$ cat src/rtl/shift_line_window_if.sv
// shift_line_window_if: pixel write port and 2x2 window outputs of the line-window block
interface shift_line_window_if #(
  parameter int DATA_WIDTH = 32
);
  logic                  write_en;
  logic [DATA_WIDTH-1:0] data_in;
  logic [DATA_WIDTH-1:0] word_1;
  logic [DATA_WIDTH-1:0] word_2;
  logic [DATA_WIDTH-1:0] word_3;
  logic [DATA_WIDTH-1:0] word_4;
  logic [DATA_WIDTH-1:0] line_out;
  logic                  ready;
  modport master (
    output write_en, data_in,
    input  word_1, word_2, word_3, word_4, line_out, ready
  );
  modport slave (
    input  write_en, data_in,
    output word_1, word_2, word_3, word_4, line_out, ready
  );
endinterface

$ cat src/rtl/shift_line_window.sv
// shift_line_window: 2x2 window over the current and previous image line via a RAM line delay
module shift_line_window #(
  parameter int DATA_WIDTH = 32,
  parameter int LINE_LEN   = 76,
  parameter int ADDR_WIDTH = 7
) (
  input logic               clk,
  input logic               rst_n,
  shift_line_window_if.slave bus
);
  localparam int RAM_DEPTH = LINE_LEN - 2;
  localparam int CNT_WIDTH = $clog2(LINE_LEN + 2);
  localparam logic [ADDR_WIDTH-1:0] PTR_LAST   = ADDR_WIDTH'(LINE_LEN - 3);
  localparam logic [CNT_WIDTH-1:0]  CNT_PRIMED = CNT_WIDTH'(LINE_LEN);
  localparam logic [CNT_WIDTH-1:0]  CNT_FULL   = CNT_WIDTH'(LINE_LEN + 1);
  logic [DATA_WIDTH-1:0] ram [RAM_DEPTH];
  logic [DATA_WIDTH-1:0] cur, prev, up, up_prev, rd;
  logic [ADDR_WIDTH-1:0] ptr;
  logic [CNT_WIDTH-1:0]  cnt;
  logic                  ready;
  logic                  adv;
  // Read-before-write: the slot at ptr still holds the word written LINE_LEN-2 writes ago
  assign rd  = ram[ptr];
  assign adv = bus.write_en && rst_n;
  // Line delay storage; not reset, stale contents are masked by the fill gate
  always_ff @(posedge clk) begin
    if (adv) ram[ptr] <= prev;
  end
  // Input shift, output shift, circular pointer and fill counter
  always_ff @(posedge clk or negedge rst_n) begin
    if (!rst_n) begin
      cur     <= '0;
      prev    <= '0;
      up      <= '0;
      up_prev <= '0;
      ptr     <= '0;
      cnt     <= '0;
      ready   <= 1'b0;
    end else if (bus.write_en) begin
      cur     <= bus.data_in;
      prev    <= cur;
      up      <= (cnt >= CNT_PRIMED) ? rd : '0;
      up_prev <= up;
      ptr     <= (ptr == PTR_LAST) ? '0 : ptr + 1'b1;
      cnt     <= (cnt == CNT_FULL) ? cnt : cnt + 1'b1;
      ready   <= ready || (cnt >= CNT_PRIMED);
    end
  end
  assign bus.word_1   = cur;
  assign bus.word_2   = prev;
  assign bus.word_3   = up;
  assign bus.word_4   = up_prev;
  assign bus.line_out = up_prev;
  assign bus.ready    = ready;
endmodule

$ cat src/flat_wrapper.sv
// flat-port wrapper written by rule: the top's interface ports become plain ports
module shift_line_window_flat 
#(
  parameter int DATA_WIDTH = 32,
  parameter int LINE_LEN   = 76,
  parameter int ADDR_WIDTH = 7
)
  (clk, rst_n, bus_write_en, bus_data_in, bus_word_1, bus_word_2, bus_word_3, bus_word_4, bus_line_out, bus_ready);
  shift_line_window_if #(.DATA_WIDTH(DATA_WIDTH)) bus_i ();
  input logic clk;
  input logic rst_n;
  input wire logic [$bits(bus_i.write_en)-1:0] bus_write_en;
  input wire logic [$bits(bus_i.data_in)-1:0] bus_data_in;
  output wire logic [$bits(bus_i.word_1)-1:0] bus_word_1;
  output wire logic [$bits(bus_i.word_2)-1:0] bus_word_2;
  output wire logic [$bits(bus_i.word_3)-1:0] bus_word_3;
  output wire logic [$bits(bus_i.word_4)-1:0] bus_word_4;
  output wire logic [$bits(bus_i.line_out)-1:0] bus_line_out;
  output wire logic [$bits(bus_i.ready)-1:0] bus_ready;
  assign bus_i.write_en = bus_write_en;
  assign bus_i.data_in = bus_data_in;
  assign bus_word_1 = bus_i.word_1;
  assign bus_word_2 = bus_i.word_2;
  assign bus_word_3 = bus_i.word_3;
  assign bus_word_4 = bus_i.word_4;
  assign bus_line_out = bus_i.line_out;
  assign bus_ready = bus_i.ready;
  shift_line_window #(.DATA_WIDTH(DATA_WIDTH), .LINE_LEN(LINE_LEN), .ADDR_WIDTH(ADDR_WIDTH)) u_core (.clk(clk), .rst_n(rst_n), .bus(bus_i));
endmodule
$ cat config.mk
export PLATFORM = sky130hd
export DESIGN_NAME = shift_line_window_flat
export DESIGN_NICKNAME = d
export VERILOG_FILES = /design/src/rtl/shift_line_window_if.sv /design/src/rtl/shift_line_window.sv /design/src/flat_wrapper.sv
export SDC_FILE = /design/constraint.sdc
export NUM_CORES = 2
export LEC_CHECK = 0
export ABC_AREA = 1
export CELL_PAD_IN_SITES_DETAIL_PLACEMENT = 1
export CELL_PAD_IN_SITES_GLOBAL_PLACEMENT = 1
export CORE_MARGIN = 2
export CORE_UTILIZATION = 45
export CTS_CLUSTER_SIZE = 14
export DETAILED_ROUTE_END_ITERATION = 6
export PLACE_DENSITY = 0.81
export SKIP_CTS_REPAIR_TIMING = 1
export SLEW_MARGIN = 30
export SYNTH_ARGS = -nofsm -noshare
export SYNTH_HDL_FRONTEND = slang
export SYNTH_SLANG_ARGS = --single-unit
$ cat constraint.sdc
create_clock -name clk -period 3.55 [get_ports clk]
set_input_delay 0.71 -clock clk [delete_from_list [all_inputs] [get_ports clk]]
set_output_delay 0.71 -clock clk [all_outputs]
set_load 0.005 [all_outputs]
==> flow_summary.json <==
{
  "antenna_found_initial": 23,
  "multiInputGateArea_um2": 26200,
  "root_buffer": "clkbuf_16",
  "clock_path_buffers": 4,
  "synth-edff-count": 2368,
  "min_period_ps": 3480,
  "rsz0062_at_grt": "no",
  "cts-buffers-inserted": 281,
  "peakVddDrop_v": 0.000731,
  "p_int_uw": 55900,
  "final-hold-violation-count": 0,
  "worst_pin_slew_ps": 1010,
  "hp-class": "in2reg",
  "synth_cell_types": 33,
  "insertion_delay_ps": 980,
  "timing.fmax_ghz": 0.288,
  "layout-drive-gt1-share_pct": 9.42,
  "failed_checks": "DRC",
  "layout.nets": 10300,
  "core_area_um2": 233000,
  "firstDrtPassIters": 7,
  "routed_wl_um": 384000,
  "worstPathRequired_ps": 4400,
  "clkPwrFrac_pct": 31.5,
  "syn_nets": 10000,
  "avgSynthCellArea_um2": 10.5,
  "critPathMaxFanout": 85,
  "skew_ps": 108,
  "ant_nets": 0,
  "status": "finished with violations",
  "synthCells": 9983,
  "seq_area_um2": 74800,
  "synth-async-reset-ratio_pct": 5.69,
  "grt.overflow.total": 0,
  "dieArea_um2": 238000,
  "cts_max_level": 5,
  "drt_iter0_markers": 9795,
  "finalCritPeriodShare_pct": 98.0,
  "r2r_slack_ps": 70,
  "ys.flop_type": "edfxtp_1",
  "arrival_ps": 4330,
  "num_vias": 78000,
  "grt_max_degree": 130,
  "grt_pass1_vias": 83200,
  "power_switching_uw": 32300,
  "clk_pin_slew_ps": 60,
  "fillCellCount": 24600,
  "area_growth_pct": 14.9,
  "setup_tns_ps": 0,
  "finalCoreUtilization_pct": 52.0,
  "die_h_um": 488,
  "fp-row-count": 177,
  "ys_warn_count": 0,
  "setup_viol": 0,
  "power.leakage_uw": 0.0493,
  "p_comb_share_pct": 29.4,
  "place_hpwl_um": 224000,
  "cap_violations": 0,
  "io_pins": 196,
  "die_width_um": 488,
  "wl_per_cell_um": 28.3,
  "port_buffers": 195,
  "powerDensity_nw_per_um2": 729,
  "synth_area_um2": 105000,
  "ys_ff_latch": 2511,
  "worstSetupStartpointType": "flip-flop",
  "cts_tree": "built",
  "cp-end-kind": "flip-flop",
  "drc": 1,
  "initial_utilization_pct": 45.2,
  "vias_per_cell": 5.75,
  "relSlewSlack_pct": 31.6,
  "yosysSeqAreaShare_pct": 70.9,
  "grt_pass1_wl_um": 550000,
  "swShare_pct": 36.6,
  "criticalPathCategory": "reg2reg",
  "cts.sinks": 2511,
  "grt_usage_pct": 31.8,
  "timing.final.max_slew_violations": 0,
  "routabilityCongestion": 0.954,
  "seqPwrFrac_pct": 39.1
}
[metal layers]
layer	GRT usage, %	routed length [um]	part of all wire (%)
met1	37.8	135000	35
met2	51.7	181000	47
met3	5.57	34600	9.0
met4	24.6	33700	8.8
met5	0	29	0.0076
[critical path, stage by stage (launching register included)]
cell	delay, ps
dfrtp_4	520
buf_12	180
buf_12	210
buf_12	290
nand2_1	120
nand2_1	70
nand2_1	70
nand2_1	60
nand2_1	60
nand2_1	80
nand2_1	180
nand2_1	200
o21ai_0	800
nand3_1	200
nand2_1	130
nand2_1	50
[per-stage QoR]
| step | hold WS, ps | instances | setup slack [ps] | total power, uW | cell area (um^2) |
|---|---|---|---|---|---|
| floorplan | 414 | 9983 | 275 | 48100 | 105000 |
| global placement | 458 | 13100 | 322 | 58800 | 112000 |
| detailed placement | 473 | 13100 | 358 | 59800 | 112000 |
| CTS | -154 | 13600 | 273 | 87600 | 121000 |
| global route | 197 | 13600 | 130 | 90600 | 121000 |
| finish | 219 | 13600 | 72.2 | 88200 | 121000 |
[cell type report]
class                           count  share of cell area [%]
Antenna cell                        3                 0.00621
Tap cell                         3132                    3.24
Clock buffer                      371                    6.30
Inverter                          607                    1.90
Timing Repair Buffer              494                    4.37
Clock inverter                    103                   0.685
Sequential cell                  2511                    61.8
Multi-Input combinational cell   6339                    21.7
[flip-flops by register name, summed over array words and instances, names as in the netlist]
| name | cells |
|---|---|
| u_core.bus.ready | 1 |
| u_core.cnt | 7 |
| u_core.ram | 2368 |
| u_core.ptr | 7 |
| u_core.bus.line_out | 32 |
| u_core.bus.word_1 | 32 |
| u_core.bus.word_3 | 32 |
| u_core.bus.word_2 | 32 |
[worst paths after layout]
| kind | start | end | cells past startpoint |
|---|---|---|---|
| min in group asynchronous | rst_n | u_core.bus.word_2[29] | 3 |
| max in group asynchronous | rst_n | u_core.ptr[0] | 4 |
| setup reg to reg | u_core.ptr[0] | u_core.bus.word_3[10] | 15 |
| hold / removal | bus_write_en | u_core.bus.line_out[30] | 3 |
| setup / recovery | u_core.ptr[0] | u_core.bus.word_3[10] | 15 |
| hold reg to reg | u_core.bus.ready | u_core.bus.ready | 1 |
[synthesized netlist by cell type (2+ instances only)]
master / count / area share [%]
dfrtp_1: 143 / 3.4
nor2_2: 2 / 0.012
inv_1: 600 / 2.1
buf_1: 40 / 0.14
o211ai_1: 36 / 0.26
nand2_1: 4579 / 16
ha_1: 5 / 0.059
inv_2: 5 / 0.018
o21ai_1: 48 / 0.23
nor2_1: 711 / 2.5
o21ai_0: 217 / 1.0
nand3_1: 393 / 1.9
or2_1: 59 / 0.35
buf_2: 226 / 1.1
xnor2_1: 3 / 0.025
edfxtp_1: 2368 / 68
xor2_1: 5 / 0.042
clkbuf_1: 138 / 0.49
buf_4: 91 / 0.65
or2_2: 200 / 1.2
buf_6: 15 / 0.16
clkinv_1: 2 / 0.0071
a21oi_1: 72 / 0.34
clkbuf_2: 15 / 0.071
o22ai_1: 2 / 0.012
[layout by cell type (no fill, tap or decap), types with 36 or more instances in the layout]
| master | instances |
|---|---|
| o21ai_1 | 48 |
| clkdlybuf4s50_1 | 193 |
| clkbuf_1 | 72 |
| buf_4 | 211 |
| a21oi_1 | 71 |
| nand2_1 | 4579 |
| o211ai_1 | 36 |
| clkbuf_16 | 287 |
| or2_1 | 59 |
| o21ai_0 | 217 |
| or2_2 | 200 |
| nor2_4 | 73 |
| nand3_1 | 393 |
| edfxtp_1 | 2368 |
| dfrtp_1 | 108 |
| buf_12 | 83 |
| nor2_1 | 632 |
| inv_1 | 599 |
| clkinv_1 | 47 |
[power by group through the flow]
stage               Sequential [uW]  Combinational (uW)  Clock (uW)
finish                        34500               26000       27700
global route                  34500               27200       28800
CTS                           34500               25300       27900
global placement              35000               23800           0
floorplan                     34900               13300           0
detailed placement            35100               24800           0
[logic make-up after synthesis]
family / share of synthesized area (%)
buffers and inverters: 4.77
XOR/XNOR: 0.0665
AND/OR/NAND/NOR: 22.3
AO/OA/AOI/OAI: 1.88
flip-flops: 70.9
adder cells (fa/ha/maj): 0.0594
No activity file was read; power rests on OpenSTA's default activity.
